--- src/rtl/hall_dispatcher.sv ---
// Group dispatcher for two elevator cars sharing one 7-floor hall panel.
// Latches hall presses, and a scanner visits one call slot per cycle. At that
// slot it assigns an unowned call to the cheaper car, or moves a stale call to
// the other car. A call clears when either car serves it.
module hall_dispatcher #(
  parameter int TIMEOUT = 64
) (
  input  logic        clk,
  input  logic        reset,
  input  logic [13:0] hallCall,
  input  logic [2:0]  floorA,
  input  logic [1:0]  directionA,
  input  logic        doorA,
  input  logic [2:0]  floorB,
  input  logic [1:0]  directionB,
  input  logic        doorB,
  output logic [13:0] assignA,
  output logic [13:0] assignB,
  output logic [13:0] pendingCall
);

  // Floor 1 down and floor 7 up do not exist on the panel.
  localparam logic [13:0] SLOT_VALID = 14'h1FFE;
  localparam logic [3:0]  LAST_SLOT  = 4'd13;
  localparam logic [7:0]  AGE_MAX    = 8'hFF;
  localparam logic [7:0]  AGE_LIMIT  = 8'(TIMEOUT);
  localparam logic [3:0]  COST_NONE  = 4'd15;

  // Slot state: pending flag, one-hot ownership (never both), age counter.
  logic [13:0] pending, own_a, own_b;
  logic [7:0]  age [14];
  logic [3:0]  scan_idx;

  logic [13:0] pending_n, own_a_n, own_b_n;
  logic [7:0]  age_n [14];
  logic [3:0]  scan_n;

  logic [13:0] serve;
  logic [3:0]  cost_a [14];
  logic [3:0]  cost_b [14];

  // Floor number (1..7) that slot i belongs to.
  function automatic logic [2:0] slot_floor(input int i);
    return 3'((i >> 1) + 1);
  endfunction

  // Odd slots are up requests, even slots are down requests.
  function automatic logic slot_up(input int i);
    return (i % 2) == 1;
  endfunction

  // A car serves a slot when it stands at the floor with the door open and
  // is either idle or already heading in the requested direction.
  function automatic logic car_serves(input logic [2:0] car_floor,
                                      input logic [1:0] dir,
                                      input logic       door,
                                      input logic [2:0] f,
                                      input logic       up);
    logic dir_ok;
    dir_ok = (dir == 2'b00) || (dir == 2'b11) ||
             (up ? (dir == 2'b10) : (dir == 2'b01));
    return door && (car_floor == f) && dir_ok;
  endfunction

  // Distance to the call floor, plus a fixed 7 penalty when the car would
  // have to reverse or has already passed the floor. Floor 0 means offline.
  function automatic logic [3:0] car_cost(input logic [2:0] car_floor,
                                          input logic [1:0] dir,
                                          input logic [2:0] f,
                                          input logic       up);
    logic signed [4:0] diff;
    logic [3:0]        base;
    logic              compat;
    diff   = $signed({2'b00, car_floor}) - $signed({2'b00, f});
    base   = (diff < 0) ? 4'(-diff) : 4'(diff);
    compat = (dir == 2'b00) || (dir == 2'b11) ||
             ((dir == 2'b10) && (car_floor <= f) && up) ||
             ((dir == 2'b01) && (car_floor >= f) && !up);
    if (car_floor == 3'd0) return COST_NONE;
    return compat ? base : base + 4'd7;
  endfunction

  // Per-slot service detection and cost of each car for that slot.
  always_comb begin
    serve = '0;
    for (int i = 0; i < 14; i++) begin
      serve[i]  = SLOT_VALID[i] &&
                  (car_serves(floorA, directionA, doorA, slot_floor(i), slot_up(i)) ||
                   car_serves(floorB, directionB, doorB, slot_floor(i), slot_up(i)));
      cost_a[i] = car_cost(floorA, directionA, slot_floor(i), slot_up(i));
      cost_b[i] = car_cost(floorB, directionB, slot_floor(i), slot_up(i));
    end
  end

  // Next slot state: service wins over presses and over the scanner decision.
  always_comb begin
    pending_n = pending;
    own_a_n   = own_a;
    own_b_n   = own_b;
    age_n     = age;
    scan_n    = (scan_idx == LAST_SLOT) ? 4'd0 : scan_idx + 4'd1;
    for (int i = 0; i < 14; i++) begin
      if (!SLOT_VALID[i] || serve[i]) begin
        pending_n[i] = 1'b0;
        own_a_n[i]   = 1'b0;
        own_b_n[i]   = 1'b0;
        age_n[i]     = '0;
      end else begin
        pending_n[i] = pending[i] | hallCall[i];
        if ((own_a[i] || own_b[i]) && (age[i] != AGE_MAX))
          age_n[i] = age[i] + 8'd1;
        if ((scan_idx == 4'(i)) && pending[i]) begin
          if (!own_a[i] && !own_b[i]) begin
            // Ties go to car A; with both cars offline the call waits unowned.
            if (!((cost_a[i] == COST_NONE) && (cost_b[i] == COST_NONE))) begin
              own_a_n[i] = (cost_a[i] <= cost_b[i]);
              own_b_n[i] = (cost_a[i] >  cost_b[i]);
            end
            age_n[i] = '0;
          end else if (age[i] >= AGE_LIMIT) begin
            // Stale call: hand it over only if the other car is online.
            if (own_a[i] && (floorB != 3'd0)) begin
              own_a_n[i] = 1'b0;
              own_b_n[i] = 1'b1;
            end else if (own_b[i] && (floorA != 3'd0)) begin
              own_b_n[i] = 1'b0;
              own_a_n[i] = 1'b1;
            end
            age_n[i] = '0;
          end
        end
      end
    end
  end

  // State registers; reset clears every slot and restarts the scan at slot 0.
  always_ff @(posedge clk or posedge reset) begin
    if (reset) begin
      pending  <= '0;
      own_a    <= '0;
      own_b    <= '0;
      scan_idx <= '0;
      for (int i = 0; i < 14; i++) age[i] <= '0;
    end else begin
      pending  <= pending_n;
      own_a    <= own_a_n;
      own_b    <= own_b_n;
      scan_idx <= scan_n;
      for (int i = 0; i < 14; i++) age[i] <= age_n[i];
    end
  end

  assign assignA     = own_a;
  assign assignB     = own_b;
  assign pendingCall = pending;

endmodule

--- config.mk ---
export PLATFORM = sky130hd
export DESIGN_NAME = hall_dispatcher
export DESIGN_NICKNAME = d
export VERILOG_FILES = /design/src/rtl/hall_dispatcher.sv
export SDC_FILE = /design/constraint.sdc
export NUM_CORES = 1
export LEC_CHECK = 0
export ABC_AREA = 0
export CAP_MARGIN = 20
export CORE_UTILIZATION = 23
export CTS_CLUSTER_SIZE = 40
export DETAILED_ROUTE_END_ITERATION = 12
export MAX_ROUTING_LAYER = met4
export SLEW_MARGIN = 0
export SYNTH_ARGS = -nofsm -noshare
export SYNTH_HDL_FRONTEND = slang
export SYNTH_SLANG_ARGS = --single-unit
--- constraint.sdc ---
create_clock -name clk -period 12.96 [get_ports clk]
set_input_delay 2.592 -clock clk [delete_from_list [all_inputs] [get_ports clk]]
set_output_delay 2.592 -clock clk [all_outputs]
set_load 0.02 [all_outputs]
==> impl_metrics.csv, run 1 <==
group,metric,value,unit
outcome,status,"finished, final reports clean",
yosys,postSynthCellCount,1566,
worst_setup_path,crit_top_cell,"ha_1",
global_route,antenna_found_initial,1,
route,wl,37200,um
job,drv_cap,0,
yosys,synth.largest_area_cell,"dfrtp_1",
route,wire_per_inst,16.3,um
worst_setup_path,crit_chain,"clkdlybuf4s50_1 > buf_4 > inv_1 > ha_1 > clkinv_1 > nand2_1 > o211ai_1 > a2bb2oi_1 > ha_1 > nor2b_1 > o21ai_0 > nand2b_1 > a21oi_1 > o21a_1 > nor2_1 > mux2_2",
cts,clkTransAtPathRegs,60,ps
timing,maxSlewViolCount,0,
power,leakagePower,5.84,nW
worst_setup_path,reg2reg_setup_slack,10260,ps
cells_and_area,finalInstanceArea,14200,sq um
worst_setup_path,cp.depth,16,
cts,hold_buffers,0,
yosys,synth_xor_area_share,7.19,%
yosys,muxShareOfSynthArea,3.72,%
worst_setup_path,cp.required,13290,ps
worst_setup_path,critPathArrivalTime,7250,ps
timing,min_period,6920,ps
yosys,yosysSeqAreaShare,27.4,%
yosys,yosysUniqueCellTypes,93,
worst_setup_path,endpoint,"assignB[5]",
yosys,synth_top_family_by_area,"simple AND/OR/NAND/NOR gates",
yosys,synthSimpleGateAreaFrac,25.7,%
yosys,yosys_register_bits,136,
yosys,synthAdderAreaFrac,10.0,%
cells_and_area,antenna_cells,0,
timing,hold_viol,0,
route,drc,0,
cts,clock_latency,450,ps
worst_setup_path,critical_path.slowest_cell,"ha_1",
floorplanning,num_rows,84,
worst_setup_path,r2r-start,"scan_idx[3]",
yosys,synth_top_area_share,27.4,%
cts,cts.sinks,136,
timing,fin_setup_tns,0,ps
yosys,synth_most_common_cell,"nor2_1",
placed_design,dpl_cell_area,13600,sq um
floorplanning,dieArea,55000,sq um
power,powerDensity,145,nW/um^2
route,vias,11600,
cells_and_area,drive_gt1_share,6.19,%
cells_and_area,fin_nets,1712,
route,firstDrtPassIters,5,
worst_setup_path,crit_path_start,"floorB[0]",
cts,clockRootBuffer,"clkbuf_16",
worst_setup_path,crit_buf_inv,4,
floorplanning,core-area,53000,sq um
global_route,grt_pass1_wl,58700,um
yosys,synth_edf_count,0,
cts,cts_setup_buffers,0,
cts,max-clock-path-buffers,2,
yosys,synth_warnings,0,
floorplanning,start_util,23.5,%
yosys,syn_avg_cell_area,7.94,sq um
global_route,grt_usage,14.0,%
yosys,synth-main-ff-cell,"dfrtp_1",
power,max-vdd-ir-drop,0.0920,mV
cts,cts_resized,0,
worst_setup_path,reg2reg_to,"assignA[10]",
worst_setup_path,path_class,"in -> reg",
cells_and_area,syn2layout_area_growth,14.6,%
cts,htreeDepth,4,
worst_setup_path,rr_worst_depth,7,
floorplanning,io-pin-count,70,
route,drtIter0Drc,981,
timing,fin_crit_sh,53.4,%
cts,cts_tree,"done",
yosys,synth_compound_area_share,21.2,%
worst_setup_path,cp_slowest_stage_delay,930,ps
global_route,grt_pass1_vias,10800,
floorplanning,dieWidth,234,um
global_route,grt_overflow,0,
worst_setup_path,cpLargestDelayFamily,"buffers and inverters",
yosys,netlist_top_cells_count,"nor2_1 (204), nand2_1 (155), dfrtp_1 (136)",
placed_design,port-buffer-count,61,
worst_setup_path,endpoint_kind,"flip-flop",
route,ant_nets,0,
placed_design,place_congestion,1.01,
yosys,synthesis.area,12400,sq um
timing,clock.fmax,0.145,GHz
yosys,synth.top_cells.by_area,"dfrtp_1 (27%), ha_1 (9.9%), nor2_1 (6.2%)",
placed_design,dp_hpwl,27700,um
timing,clock_skew,15.9,ps
yosys,async_reset_ff_share,100,%
floorplanning,die_h,234,um
worst_setup_path,cp-start-kind,"primary input",
timing,slew_headroom,30.5,%
worst_setup_path,critPathMaxFanout,35,
cts,cts_buffers,17,
timing,setup_viol,0,
timing,rsz0062_at_grt,"false",
global_route,grt_max_degree,71,
hold_path,hp-class,"reg -> reg",
timing,worst_pin_slew,1040,ps
route,via_per_inst,5.08,
==> routing by layer <==
metal	track usage, %	wire, um	vias to the layer above	share of wire [%]
met5	-	0	-	0
met4	4.86	862	0	2.3
met3	2.47	2300	49	6.2
li1	-	-	5659	-
met2	20.9	16600	363	45
met1	19.0	17400	5553	47
==> cells by family after synthesis <==
logic type | after synthesis
xor gates and xnor gates | 102
DFF | 136
adders and majority gates | 100
AOI/OAI and AO/OA | 397
buffers and inverters | 130
and+or+nand+nor | 655
muxes | 45
other | 1
==> stage by stage <==
stage                     utilization (%)  setup WS (ps)  std cells  power [mW]  hold WS [ps]
after floorplan                         -           6730       1571        1.29           462
after global placement               25.7           5740       2254        1.52           488
after detailed placement             25.7           5660       2254        1.56           488
after CTS                            26.9           6140       2286        2.08           502
after global routing                 26.9           5810       2287        2.23           531
final                                26.9           6040       2287        2.06           504
==> flip-flops by register name, indices dropped and copies added, names as in the netlist <==
register     flops
scan_idx         4
age             96
pendingCall     12
assignB         12
assignA         12
==> power by group <==
group          internal (mW)  leakage, nW  switching, mW
registers              0.534         1.74          0.126
logic                  0.376         3.80          0.518
clock network          0.299        0.303          0.210
total                   1.21         5.84          0.854
==> how the worst min path moves through the flow <==
| stage | slack, ps | cells after the start | startpoint | endpoint |
|---|---|---|---|---|
| after detailed placement | 490 | 1 | age[46] | age[46] |
| final | 500 | 1 | age[46] | age[46] |
| after global routing | 530 | 1 | age[46] | age[46] |
| after global placement | 490 | 1 | age[46] | age[46] |
| after CTS | 500 | 1 | age[46] | age[46] |
| after floorplan | 460 | 1 | age[46] | age[46] |
==> layout by cell type (no fill, tap or decap), drive strengths merged, types with 41 or more instances in the layout <==
cell type	n
nand2	155
a21oi	108
xor2	54
nand4	41
xnor2	48
nor3	51
o21ai	100
ha	98
inv	58
nor2	204
dfrtp	136
clkdlybuf4s50	61
==> final cells by class <==
cell class | count | area (sq um)
multi-input combinational | 1305 | 8470
clock buffer | 19 | 453
fill | 5757 | 38700
tap | 688 | 861
timing repair buffer | 72 | 693
inverter | 54 | 208
sequential | 136 | 3400
clock inverter | 13 | 158
Power figures use the tool's default switching activity.
==> run 2, diff against run 1 <==
==> constraint.sdc (replaced) <==
create_clock -name clk -period 6.94 [get_ports clk]
set_input_delay 1.388 -clock clk [delete_from_list [all_inputs] [get_ports clk]]
set_output_delay 1.388 -clock clk [all_outputs]
set_load 0.02 [all_outputs]
==> impl_metrics.csv, run 2 (same netlist as run 1, synthesis figures left out) <==
group,metric,value,unit
outcome,status,"finished, final reports clean",
placed_design,place_congestion,0.940,
route,ant_nets,0,
timing,whs,498,ps
timing,clock.fmax,0.184,GHz
global_route,grt_usage,14.3,%
worst_setup_path,crit_chain,"clkdlybuf4s50_1 > inv_1 > ha_1 > clkinv_1 > nand2_1 > o211ai_1 > a2bb2oi_1 > ha_1 > nor2b_1 > o21ai_0 > nand2b_1 > a21oi_1 > o21a_1 > nor2_1 > mux2_2",
worst_setup_path,critPathArrivalTime,5770,ps
floorplanning,die_h,234,um
timing,hold_viol,0,
cts,clkTransAtPathRegs,60,ps
worst_setup_path,reg2reg_setup_slack,4250,ps
placed_design,port-buffer-count,61,
worst_setup_path,crit_top_cell,"ha_1",
cells_and_area,fin_nets,1715,
global_route,antenna_found_initial,0,
cells_and_area,largest_reg_flops,96,
cts,clockRootBuffer,"clkbuf_16",
cells_and_area,antenna_cells,0,
cells_and_area,nFillCells,5711,
cts,cts.sinks,136,
cts,cts_buffers,17,
global_route,grt_pass1_vias,11000,
route,wire_per_inst,16.4,um
floorplanning,dieWidth,234,um
power,total_power,3.80,mW
worst_setup_path,endpoint_kind,"flip-flop",
floorplanning,core-area,53000,sq um
global_route,grt_pass1_wl,60100,um
cts,clock_latency,450,ps
power,powerDensity,267,nW/um^2
cts,cts_setup_buffers,0,
route,wl,37600,um
worst_setup_path,critPathMaxFanout,20,
placed_design,pre_cts_ws,1150,ps
timing,min_period,5430,ps
timing,slew_headroom,22.8,%
floorplanning,start_util,23.5,%
cells_and_area,drive_gt1_share,6.18,%
cts,cts_resized,0,
power,max-vdd-ir-drop,0.173,mV
cells_and_area,syn2layout_area_growth,14.4,%
worst_setup_path,cp.required,7270,ps
worst_setup_path,endpoint,"assignB[5]",
cts,max-clock-path-buffers,2,
timing,rsz0062_at_grt,"false",
route,drtIter0Drc,950,
route,via_per_inst,5.12,
cells_and_area,finish.cell_count_without_fillers,2290,
hold_path,hp-class,"reg -> reg",
power,leakagePower,5.83,nW
floorplanning,io-pin-count,70,
worst_setup_path,critical_path.slowest_cell,"clkdlybuf4s50_1",
worst_setup_path,crit_path_start,"floorB[1]",
job,drv_cap,0,
timing,setup_viol,0,
timing,fin_crit_sh,78.3,%
cells_and_area,ff_latch_area,3400,sq um
placed_design,dp.cells,2258,
worst_setup_path,cp-start-kind,"primary input",
worst_setup_path,reg2reg_to,"assignA[10]",
route,vias,11700,
cells_and_area,layout_commonest_cell,"nor2_1",
timing,clock_skew,9.59,ps
cts,hold_buffers,0,
floorplanning,dieArea,55000,sq um
worst_setup_path,path_class,"in -> reg",
global_route,grt_max_degree,88,
timing,maxSlewViolCount,0,
route,drc,0,
cts,htreeDepth,4,
placed_design,dp_hpwl,28000,um
worst_setup_path,cp_slowest_stage_delay,830,ps
cts,cts_tree,"done",
global_route,grt_overflow,0,
floorplanning,num_rows,84,
timing,worst_pin_slew,1150,ps
route,firstDrtPassIters,7,
timing,fin_setup_tns,0,ps
cells_and_area,largest-register,"age",
timing,post-route-worst-setup-slack,1510,ps
cells_and_area,final_cell_mix,"nor2_1 (204), nand2_1 (155), dfrtp_1 (136)",
worst_setup_path,r2r-start,"scan_idx[3]",
cells_and_area,multi_input_area,8470,sq um
worst_setup_path,rr_worst_depth,7,
## run 2: cell count changes in the layout (fill, tap and decap cells not counted), sizes merged
| cell | change |
|---|---|
| buf | +4 |
| bufinv | -1 |
| clkbuf | +2 |
| clkinv | -2 |
| clkinvlp | +3 |
| inv | -3 |
## run 2: final cells by class
type | instances | share of cell area (%)
clock inverter | 10 | 0.660
tap | 688 | 6.05
timing repair buffer | 75 | 5.12
inverter | 54 | 1.46
clock buffer | 22 | 3.26
multi-input combinational | 1305 | 59.5
sequential | 136 | 23.9
## run 2: routing by layer
metal  vias to the layer above  track usage (%)  routed length (um)
li1                       5674                -                   -
met1                      5622             19.4               17500
met2                       375             21.4               16800
met3                        57             2.42                2390
met4                         0             4.74                 898
met5                         -                -                   0
## run 2: worst min path at each step
stage / start / to / slack [ps] / cells after the start
2_1_floorplan: age[46] / age[46] / 460 / 1
3_3_place_gp: age[46] / age[46] / 490 / 1
3_5_place_dp: age[46] / age[46] / 500 / 1
4_1_cts: age[46] / age[46] / 500 / 1
5_1_grt: age[46] / age[46] / 520 / 1
6_report: age[46] / age[46] / 500 / 1
## run 2: report_power, final
group	switching (mW)	internal, mW	total (mW)	leakage [nW]
Clock	0.380	0.512	0.892	0.267
Sequential	0.237	0.998	1.23	1.74
Combinational	0.970	0.705	1.68	3.81
Total	1.59	2.22	3.80	5.83
## run 2: worst max-delay path, delay by kind of cell
| family | cells | cell delay [ps] |
|---|---|---|
| muxes | 1 | 280 |
| buffers and inverters | 3 | 1620 |
| and+or+nand+nor | 4 | 500 |
| AOI/OAI and AO/OA | 5 | 830 |
| adders and majority gates | 2 | 1120 |
## run 2: stage by stage
stage	util [%]	area, sq um
floorplan	-	12500
global placement	25.8	13700
detailed placement	25.8	13700
global route	26.9	14200
finish	26.9	14200
CTS	26.9	14200
